===== config.mk =====
export PLATFORM = sky130hd
export DESIGN_NAME = lsu_obi_initiator
export DESIGN_NICKNAME = d
export VERILOG_FILES = /design/src/rtl/lsu_obi_initiator.sv
export SDC_FILE = /design/constraint.sdc
export NUM_CORES = 1
export LEC_CHECK = 0
export CAP_MARGIN = 20
export CORE_MARGIN = 1
export CORE_UTILIZATION = 25
export CTS_BUF_LIST = sky130_fd_sc_hd__clkbuf_8
export DETAILED_ROUTE_END_ITERATION = 16
export SYNTH_ARGS = -nofsm -noshare
export SYNTH_HDL_FRONTEND = slang
export SYNTH_SLANG_ARGS = --single-unit

===== constraint.sdc =====
create_clock -name clk -period 2.85 [get_ports clk]
set_input_delay 0.57 -clock clk [delete_from_list [all_inputs] [get_ports clk]]
set_output_delay 0.57 -clock clk [all_outputs]
set_load 0.005 [all_outputs]

===== src/rtl/lsu_obi_initiator.sv =====
`default_nettype none
// +--------------------------------------------------------------------------+
// | lsu_obi_initiator: LSU data-port initiator (req/gnt/rvalid) with in-order |
// | load extraction. Optional checks: define LSU_OBI_INIT_ASSERT_EN.          |
// | Revision: 1.0                                                             |
// +--------------------------------------------------------------------------+
module lsu_obi_initiator #(
    parameter int MAX_OUTSTANDING = 4
) (
    input  logic        clk,
    input  logic        rst,
    input  logic        cmd_valid_i,
    output logic        cmd_ready_o,
    input  logic        cmd_we_i,
    input  logic [1:0]  cmd_size_i,
    input  logic        cmd_unsigned_i,
    input  logic [31:0] cmd_addr_i,
    input  logic [31:0] cmd_wdata_i,
    output logic        resp_valid_o,
    output logic [31:0] resp_rdata_o,
    output logic        resp_we_o,
    output logic        resp_err_o,
    output logic        proto_err_o,
    output logic        data_req_o,
    output logic [31:0] data_addr_o,
    output logic        data_we_o,
    output logic [3:0]  data_be_o,
    output logic [31:0] data_wdata_o,
    input  logic        data_gnt_i,
    input  logic        data_rvalid_i,
    input  logic [31:0] data_rdata_i
);
    localparam int PTR_W = $clog2(MAX_OUTSTANDING);
    localparam int CNT_W = PTR_W + 1;
    localparam logic [CNT_W-1:0] MAX_CNT = CNT_W'(MAX_OUTSTANDING);
    localparam logic [CNT_W-1:0] ONE     = CNT_W'(1);

    typedef enum logic [0:0] {
        IDLE = 1'b0,
        REQ  = 1'b1
    } state_t;

    typedef struct packed {
        logic [1:0] offset;
        logic [1:0] size;
        logic       is_unsigned;
        logic       we;
    } entry_t;

    state_t           state, state_next;
    entry_t           fifo [MAX_OUTSTANDING];
    entry_t           head;
    logic [PTR_W-1:0] wr_ptr, rd_ptr;
    logic [CNT_W-1:0] pend_cnt, gnt_cnt;

    logic        misaligned, accept_aligned, accept_misaligned;
    logic        handshake, pop, spurious;
    logic [3:0]  be_calc;
    logic [31:0] wdata_calc, shifted, load_data;

    always_comb begin
        misaligned = (cmd_size_i == 2'd3)
                  || (cmd_size_i == 2'd2 && cmd_addr_i[1:0] != 2'b00)
                  || (cmd_size_i == 2'd1 && cmd_addr_i[0]);
    end

    // Misaligned commands only go through an empty pipe so their error response cannot overtake bus responses
    assign cmd_ready_o = !rst && (misaligned
                       ? (state == IDLE && pend_cnt == '0)
                       : ((state == IDLE || data_gnt_i) && pend_cnt < MAX_CNT));

    assign accept_aligned    = cmd_valid_i && cmd_ready_o && !misaligned;
    assign accept_misaligned = cmd_valid_i && cmd_ready_o && misaligned;
    assign data_req_o        = (state == REQ);
    assign handshake         = data_req_o && data_gnt_i;
    assign pop               = data_rvalid_i && (gnt_cnt != '0);
    assign spurious          = data_rvalid_i && (gnt_cnt == '0);
    assign head              = fifo[rd_ptr];

    always_comb begin
        be_calc    = 4'hF;
        wdata_calc = cmd_wdata_i;
        case (cmd_size_i)
            2'd0: begin
                be_calc    = 4'b0001 << cmd_addr_i[1:0];
                wdata_calc = {4{cmd_wdata_i[7:0]}};
            end
            2'd1: begin
                be_calc    = 4'b0011 << cmd_addr_i[1:0];
                wdata_calc = {2{cmd_wdata_i[15:0]}};
            end
            default: ;
        endcase
    end

    always_comb begin
        shifted   = data_rdata_i >> {head.offset, 3'b000};
        load_data = data_rdata_i;
        case (head.size)
            2'd0: load_data = {{24{shifted[7]  & ~head.is_unsigned}}, shifted[7:0]};
            2'd1: load_data = {{16{shifted[15] & ~head.is_unsigned}}, shifted[15:0]};
            default: ;
        endcase
    end

    always_ff @(posedge clk) begin
        if (rst) state <= IDLE;
        else     state <= state_next;
    end

    // A grant coinciding with a new accept keeps REQ asserted with the new request
    always_comb begin
        state_next = state;
        case (state)
            IDLE:    if (accept_aligned) state_next = REQ;
            REQ:     if (data_gnt_i && !accept_aligned) state_next = IDLE;
            default: state_next = IDLE;
        endcase
    end

    always_ff @(posedge clk) begin
        if (rst) begin
            data_addr_o  <= '0;
            data_we_o    <= 1'b0;
            data_be_o    <= '0;
            data_wdata_o <= '0;
        end else if (accept_aligned) begin
            data_addr_o  <= {cmd_addr_i[31:2], 2'b00};
            data_we_o    <= cmd_we_i;
            data_be_o    <= be_calc;
            data_wdata_o <= wdata_calc;
        end
    end

    always_ff @(posedge clk) begin
        if (accept_aligned) begin
            fifo[wr_ptr] <= '{offset: cmd_addr_i[1:0], size: cmd_size_i,
                              is_unsigned: cmd_unsigned_i, we: cmd_we_i};
        end
    end

    always_ff @(posedge clk) begin
        if (rst) begin
            wr_ptr   <= '0;
            rd_ptr   <= '0;
            pend_cnt <= '0;
            gnt_cnt  <= '0;
        end else begin
            if (accept_aligned) wr_ptr <= wr_ptr + PTR_W'(1);
            if (pop)            rd_ptr <= rd_ptr + PTR_W'(1);
            case ({accept_aligned, pop})
                2'b10:   pend_cnt <= pend_cnt + ONE;
                2'b01:   pend_cnt <= pend_cnt - ONE;
                default: ;
            endcase
            case ({handshake, pop})
                2'b10:   gnt_cnt <= gnt_cnt + ONE;
                2'b01:   gnt_cnt <= gnt_cnt - ONE;
                default: ;
            endcase
        end
    end

    always_ff @(posedge clk) begin
        if (rst) begin
            resp_valid_o <= 1'b0;
            resp_rdata_o <= '0;
            resp_we_o    <= 1'b0;
            resp_err_o   <= 1'b0;
            proto_err_o  <= 1'b0;
        end else begin
            resp_valid_o <= pop || accept_misaligned;
            resp_err_o   <= accept_misaligned;
            resp_we_o    <= pop ? head.we : (accept_misaligned && cmd_we_i);
            resp_rdata_o <= (pop && !head.we) ? load_data : '0;
            proto_err_o  <= proto_err_o | spurious;
        end
    end

`ifdef LSU_OBI_INIT_ASSERT_EN
    a_spurious: assert property (@(posedge clk) disable iff (rst) !spurious)
        else $error("rvalid with no granted transaction outstanding");
    a_stable: assert property (@(posedge clk) disable iff (rst)
        (data_req_o && !data_gnt_i) |=> (data_req_o && $stable(data_addr_o) && $stable(data_we_o)
                                         && $stable(data_be_o) && $stable(data_wdata_o)))
        else $error("request changed before grant");
    a_pend: assert property (@(posedge clk) disable iff (rst) pend_cnt <= MAX_CNT)
        else $error("pend_cnt overflow");
`endif

endmodule
`default_nettype wire


**After elaboration in Yosys (flattened, before gate mapping)**

Memories as Yosys holds them, arrays and structs flattened. A register that Yosys moved wholly into a read port is not among the register bits.
Cells that the tools add are included.

- Bits in registers: 114
- Latch bits: 0
- RAM bits: 24
- ROM bits: 0
- Input bits: 105
- Output and inout bits: 107
- Word-level logic and storage cells: 83
- Memories kept: 1

Memory list:

| memory | words | width | read ports | clocked after Yosys merged registers in | write ports | RTL line | RTL |
|---|---|---|---|---|---|---|---|
| fifo | 4 | 6 | 1 | 1 | 1 | 51 | `entry_t fifo [MAX_OUTSTANDING];` |

- Add/subtract/negate cells: 6
- Multipliers: 0
- Divide/modulo/power cells: 0
- $lt $le $gt $ge: 1
- Equality and inequality tests: 8
- Shift-type cells: 3
- Mux-type cells: 13
- Bitwise logic cells: 6
- Reduce and logical (&&, ||, !) cells: 31

Operators with widths:

| kind | count |
|---|---|
| 32-bit case mux with 2 select lines | 2 |
| 32-bit by 5-bit right shift with 16-bit output | 1 |
| 1-bit logical AND | 14 |
| 3-bit case mux with 2 select lines | 2 |
| 2-bit by 1-bit equality test with 1-bit output, second input constant | 4 |
| 2-bit equality test, second input constant | 4 |
| 4-bit case mux with 2 select lines | 1 |
| 3-bit by 1-bit adder with 3-bit output, second input constant | 2 |
| 3-bit logical NOT | 2 |
| 2-bit nonzero test | 3 |
| 3-bit by 1-bit subtractor with 3-bit output, second input constant | 2 |
| 1-bit two-way mux | 5 |
| 2-bit by 1-bit adder with 2-bit output, second input constant | 2 |
| 1-bit logical NOT | 4 |
| 2-bit logical NOT | 2 |
| 1-bit logical OR | 4 |
| 2-bit two-way mux | 2 |
| 1-bit by 2-bit << shifter with 4-bit output, first input constant | 1 |
| 2-bit by 2-bit << shifter with 4-bit output, first input constant | 1 |
| 3-bit less-than comparator, second input constant | 1 |
| 1-bit NOT | 3 |
| 3-bit nonzero test | 1 |
| 1-bit AND | 2 |
| 1-bit case mux with 2 select lines | 1 |
| 2 further kinds | 2 |

**Logic depth before layout (Yosys ltp)**

Gate-level depths: netlist (run 1).

- Depth in word-level cells: 12
- Depth in mapped cells: 12
- Depth with buffers taken out: 10

**Least setup slack after synthesis (run 1)**

No wires, ideal clock.

- Path kind: input-to-reg
- Start: input port cmd_addr_i[0]
- End: register pend_cnt[2]
- Library setup time: 70 ps
- Arrival: 2,690 ps
- Data required time: 2,780 ps
- Path slack: 89 ps
- Stages on the path: 12
- Path buffers: 2
- Path through: a21oi_1 o21ai_0 nor2b_1 clkbuf_1 inv_2 clkbuf_1 ha_1 inv_1 fa_1 xor2_1 or3_1 a21oi_1

- Longest elaborated chain between the ends: 10
- Elaborated cells on any way between the ends: 14
- Classes of those cells: 2 x eq/ne; 2 x mux; 10 x reduce/logical

RTL lines:

| element | RTL line | RTL |
|---|---|---|
| start, declared | 17 | `input logic [31:0] cmd_addr_i,` |
| 2-bit nonzero test | 63 | `\|\| (cmd_size_i == 2'd2 && cmd_addr_i[1:0] != 2'b00)` |
| 1-bit logical AND | 63 |  |
| 1-bit logical OR | 63 |  |
| 1-bit logical OR * | 64 | `\|\| (cmd_size_i == 2'd1 && cmd_addr_i[0]);` |
| 1-bit two-way mux | 69 | `? (state == IDLE && pend_cnt == '0)` |
| 1-bit logical AND | 68 | `assign cmd_ready_o = !rst && (misaligned` |
| 1-bit logical AND | 72 | `assign accept_aligned = cmd_valid_i && cmd_ready_o && !misaligned;` |
| 1-bit logical AND * | 72 |  |
| 2-bit by 1-bit equality test with 1-bit output / 2-bit equality test (equally long branches) | 151 | `case ({accept_aligned, pop})` |
| 3-bit case mux with 2 select lines / 2-bit nonzero test (equally long branches) | -- |  |
| end signal, assigned | 152 | `2'b10: pend_cnt <= pend_cnt + ONE;` |
| end signal, assigned | 153 | `2'b01: pend_cnt <= pend_cnt - ONE;` |
| end, declared | 54 | `logic [CNT_W-1:0] pend_cnt, gnt_cnt;` |

Mark *: on every way between the ends. The rest lies on a longest branch, timed or not.
A chain may end at the register's enable or synchronous reset.

**Final worst setup path (run 1)**

- Start: input port cmd_size_i[0]
- End: output port cmd_ready_o

- Longest elaborated chain between the ends: 6
- Elaborated cells on any way between the ends: 9
- Classes of those cells: 3 x eq/ne; 1 x mux; 5 x reduce/logical

RTL lines:

| element | RTL line | RTL |
|---|---|---|
| start, declared | 15 | `input logic [1:0] cmd_size_i,` |
| 2-bit equality test | 63 |  |
| 1-bit logical AND | 63 |  |
| 1-bit logical OR | 63 |  |
| 1-bit logical OR * | 64 |  |
| 1-bit two-way mux * | 69 |  |
| 1-bit logical AND * | 68 |  |
| end, declared | 13 | `output logic cmd_ready_o,` |

Marked as above.

==> results of run 1 <==
==> cell usage after synthesis, types with 3 or more instances <==
cell,instances
or3_1,3
nand2b_1,3
a22oi_1,8
a21oi_1,62
buf_2,4
dfxtp_1,116
o21ai_0,13
a211oi_1,11
buf_4,3
buf_1,4
nand2_1,149
clkbuf_1,29
o211ai_1,9
and2_1,4
nand3_1,3
mux2i_1,33
edfxtp_1,24
nor2_1,43
inv_1,12
a311oi_1,8
o221a_2,6
ha_1,6
xor2_1,6
o2bb2ai_1,7
mux4_2,6
nor3_1,8
==> through the flow <==
step                      setup TNS, ns  hold slack (ns)
after floorplan                       0            0.453
after global placement           -12.50            0.440
after detailed placement         -13.12            0.448
after CTS                             0            0.459
after global routing                  0            0.471
final                                 0            0.456
==> final cells by class <==
cell class / count / area (um2) / share of cell area [%]
clock inverter: 15 / 188 / 2.19
inverter: 14 / 52.6 / 0.613
sequential: 140 / 3040 / 35.5
timing repair buffer: 230 / 2260 / 26.3
clock buffer: 17 / 234 / 2.73
multi-input combinational: 410 / 2440 / 28.5
tap: 280 / 350 / 4.09
==> power by group <==
group	total (uW)	internal, uW	switching, uW
combinational	583	322	261
sequential	2100	2070	33.8
clock	1760	828	936
total	4450	3220	1230
==> final timing paths <==
| kind | slack, ns | start | end |
|---|---|---|---|
| worst min register to register | 0.46 | data_addr_o[17] | data_addr_o[17] |
| worst min-delay path | 0.46 | data_addr_o[17] | data_addr_o[17] |
| worst max-delay path | 0.19 | cmd_size_i[0] | cmd_ready_o |
| worst max register to register | 0.48 | flip-flop | resp_rdata_o[13] |
==> routing by layer <==
| layer | global-route usage, % | wire length (um) |
|---|---|---|
| met1 | 18.5 | 7580 |
| met2 | 22.7 | 7470 |
| met3 | 6.89 | 1730 |
| met4 | 4.38 | 119 |
| met5 | 0 | 27 |
==> what timing repair did <==
item / 4_1_cts / 5_1_grt
endpoints found under the setup margin: 1 / 0
setup buffers: 0 / 0
hold endpoints to repair: 0 / 0
resized for setup: 4 / 0
==> flip-flops by register name, summed over array words and instances (netlist names), named ones only <==
name	count
data_addr_o	30
data_be_o	4
data_req_o	1
data_wdata_o	32
data_we_o	1
fifo	24
gnt_cnt	3
pend_cnt	3
proto_err_o	1
rd_ptr	2
resp_err_o	1
resp_rdata_o	32
resp_valid_o	1
resp_we_o	1
wr_ptr	2
==> worst max-delay path, stage by stage <==
cell and delay [ns]:
clkdlybuf4s50_1 0.48, nor3_2 0.26, o21ai_1 0.15, buf_4 0.15
a211oi_1 0.18, dlygate4sd2_1 0.29
==> cells by family (layout without fill, tap and decap cells) <==
family | Yosys count | in the layout | synth area share, %
buffers and inverters | 56 | 276 | 4.23
DFF | 140 | 140 | 53.3
adders and majority gates | 8 | 8 | 2.02
xor gates and xnor gates | 7 | 7 | 1.07
other | 1 | 2 | 0.0657
and+or+nand+nor | 224 | 224 | 16.3
AOI/OAI and AO/OA | 129 | 129 | 14.7
muxes | 40 | 40 | 8.35
==> results.md, run 1 <==
* Syn-to-layout area delta at 50.1%
* First-pass GRT wire length at roughly 27000 um
* Port Buf Inserts at 209
* CTS clock-pin slew for the worst setup and hold paths at around 0.09 ns
* Cts bufs inserted at 17
* Initial Util at between 20 and 30%
* Max VDD drop at approximately 0.00026 V
* Cell Rows at 54
* Critical Path RT at 2.28 ns
* Share of cells above drive strength 1 at 9.32%
* Post-DP HPWL at between 10000 and 15000 um
* Diodes inserted at 0
* Root buf cell: clkbuf_8
* Final setup vio count at 0
* DP Worst Slack at -0.373 ns
* Share of the synthesized area in the top cell type at 40.7%
* Number of synthesized flops with an enable pin at 24
* RSZ-0062 raised after global routing: no
* Post-synth ARST share at 0%
* Min Tclk post-route at 2.66 ns
* Worst setup margin at 0.186 ns
* P per Cell Area at 519 nW/um2
* Floorplan Core Area at ~22000 um2
* Clock Sinks at 140
* Crit path max fanout at 4
* DRC Markers at 0
* Global route overflow at 0
* Placed cells at about 1100
* # fillers at between 2000 and 2500
* Cell Area, Synth at between 5000 and 6000 um2
* Syn Inst Count at 605
* Final period util at between 90% and 100%
* Seq/Total Area, Yosys at 53.3%
* H-tree depth at 4
* Biggest area consumer among synthesized cells: dfxtp_1
* IO Pins at around 210
* Clk_skew at ~0.021 ns
* Crit end category: output port
* Die Wd at between 150 and 200 um
* Final hold vios at 0
* Number of global-route vias before repair at approximately 4900
* DIE HEIGHT at roughly 150 um
* Total GRT Usage at 14.8%
* Routed WL at around 17000 um
* Synth cell types at 48
* Worst reg2reg path depth at 5
* Highest clock rate at 0.375 GHz
* Relative slew margins at between 50% and 60%
* Top area cells in the synthesized netlist: dfxtp_1 (41%), edfxtp_1 (13%), nand2_1 (9.8%), mux2i_1 (5.8%), a21oi_1 (5.4%)
* Leakage at 0.00317 uW
* Post-route ant nets at 0
* Commonest non-fill, non-tap cell in the layout: clkdlybuf4s50_1
* Max-Cap Viols at 0
* Status: finished clean
* Yosys reg bits at between 100 and 150
* NumNets Final at 926
* Fin. max-slew vios at 0
* CTS tree: done
* Via count at approximately 5000
* Final Util at roughly two fifths
* Synthesis Warnings at 0
* Antenna violations before repair at 2
* Clock tree buffer depth at 2
* Worst setup SP type: input port
* Ys flop type: dfxtp_1
* Vias per cell at about 4.5
* Critical path data arrival time at approximately 2.1 ns
* Total Power at approximately 4400 uW
* Die ar. at ~23000 um2
* Final std cells w/o fill at ~1100
* Most frequent cells in the layout: clkdlybuf4s50_1 (207), nand2_1 (149), dfxtp_1 (116)
* DRT iter0 DRCs at 174
* Syn Area/Cell at around 9.4 um2
* Post-route cell area at approximately 8600 um2
* Clock latency on the worst-skew pair at approximately 0.46 ns
* CTS Hold Bufs at 0
* TritonRoute pass-1 iters at 6
* Final GP Congestion at 0.776
* Largest net degree at the start of global routing at 86
* DP Area at around 8100 um2
* Worst slew pin tran at approximately 0.60 ns
* Hold Path Cell Cnt at 2
* HP Class: flip-flop to flip-flop
* Avg WL per Cell at roughly 15 um
* Critical path class: input port to output port
Note: power is estimated with default switching activity, not from simulation.
==> run 2: changes to the inputs <==
- CORE_MARGIN: 1 -> not set
==> results of run 2 <==
No change in the layout: final DEF, timing and power equal those of run 1.
==> run 3: changes to the inputs <==
- CAP_MARGIN: 20 -> 0
==> results of run 3 <==
No change in the layout: final DEF, timing and power equal those of run 1.
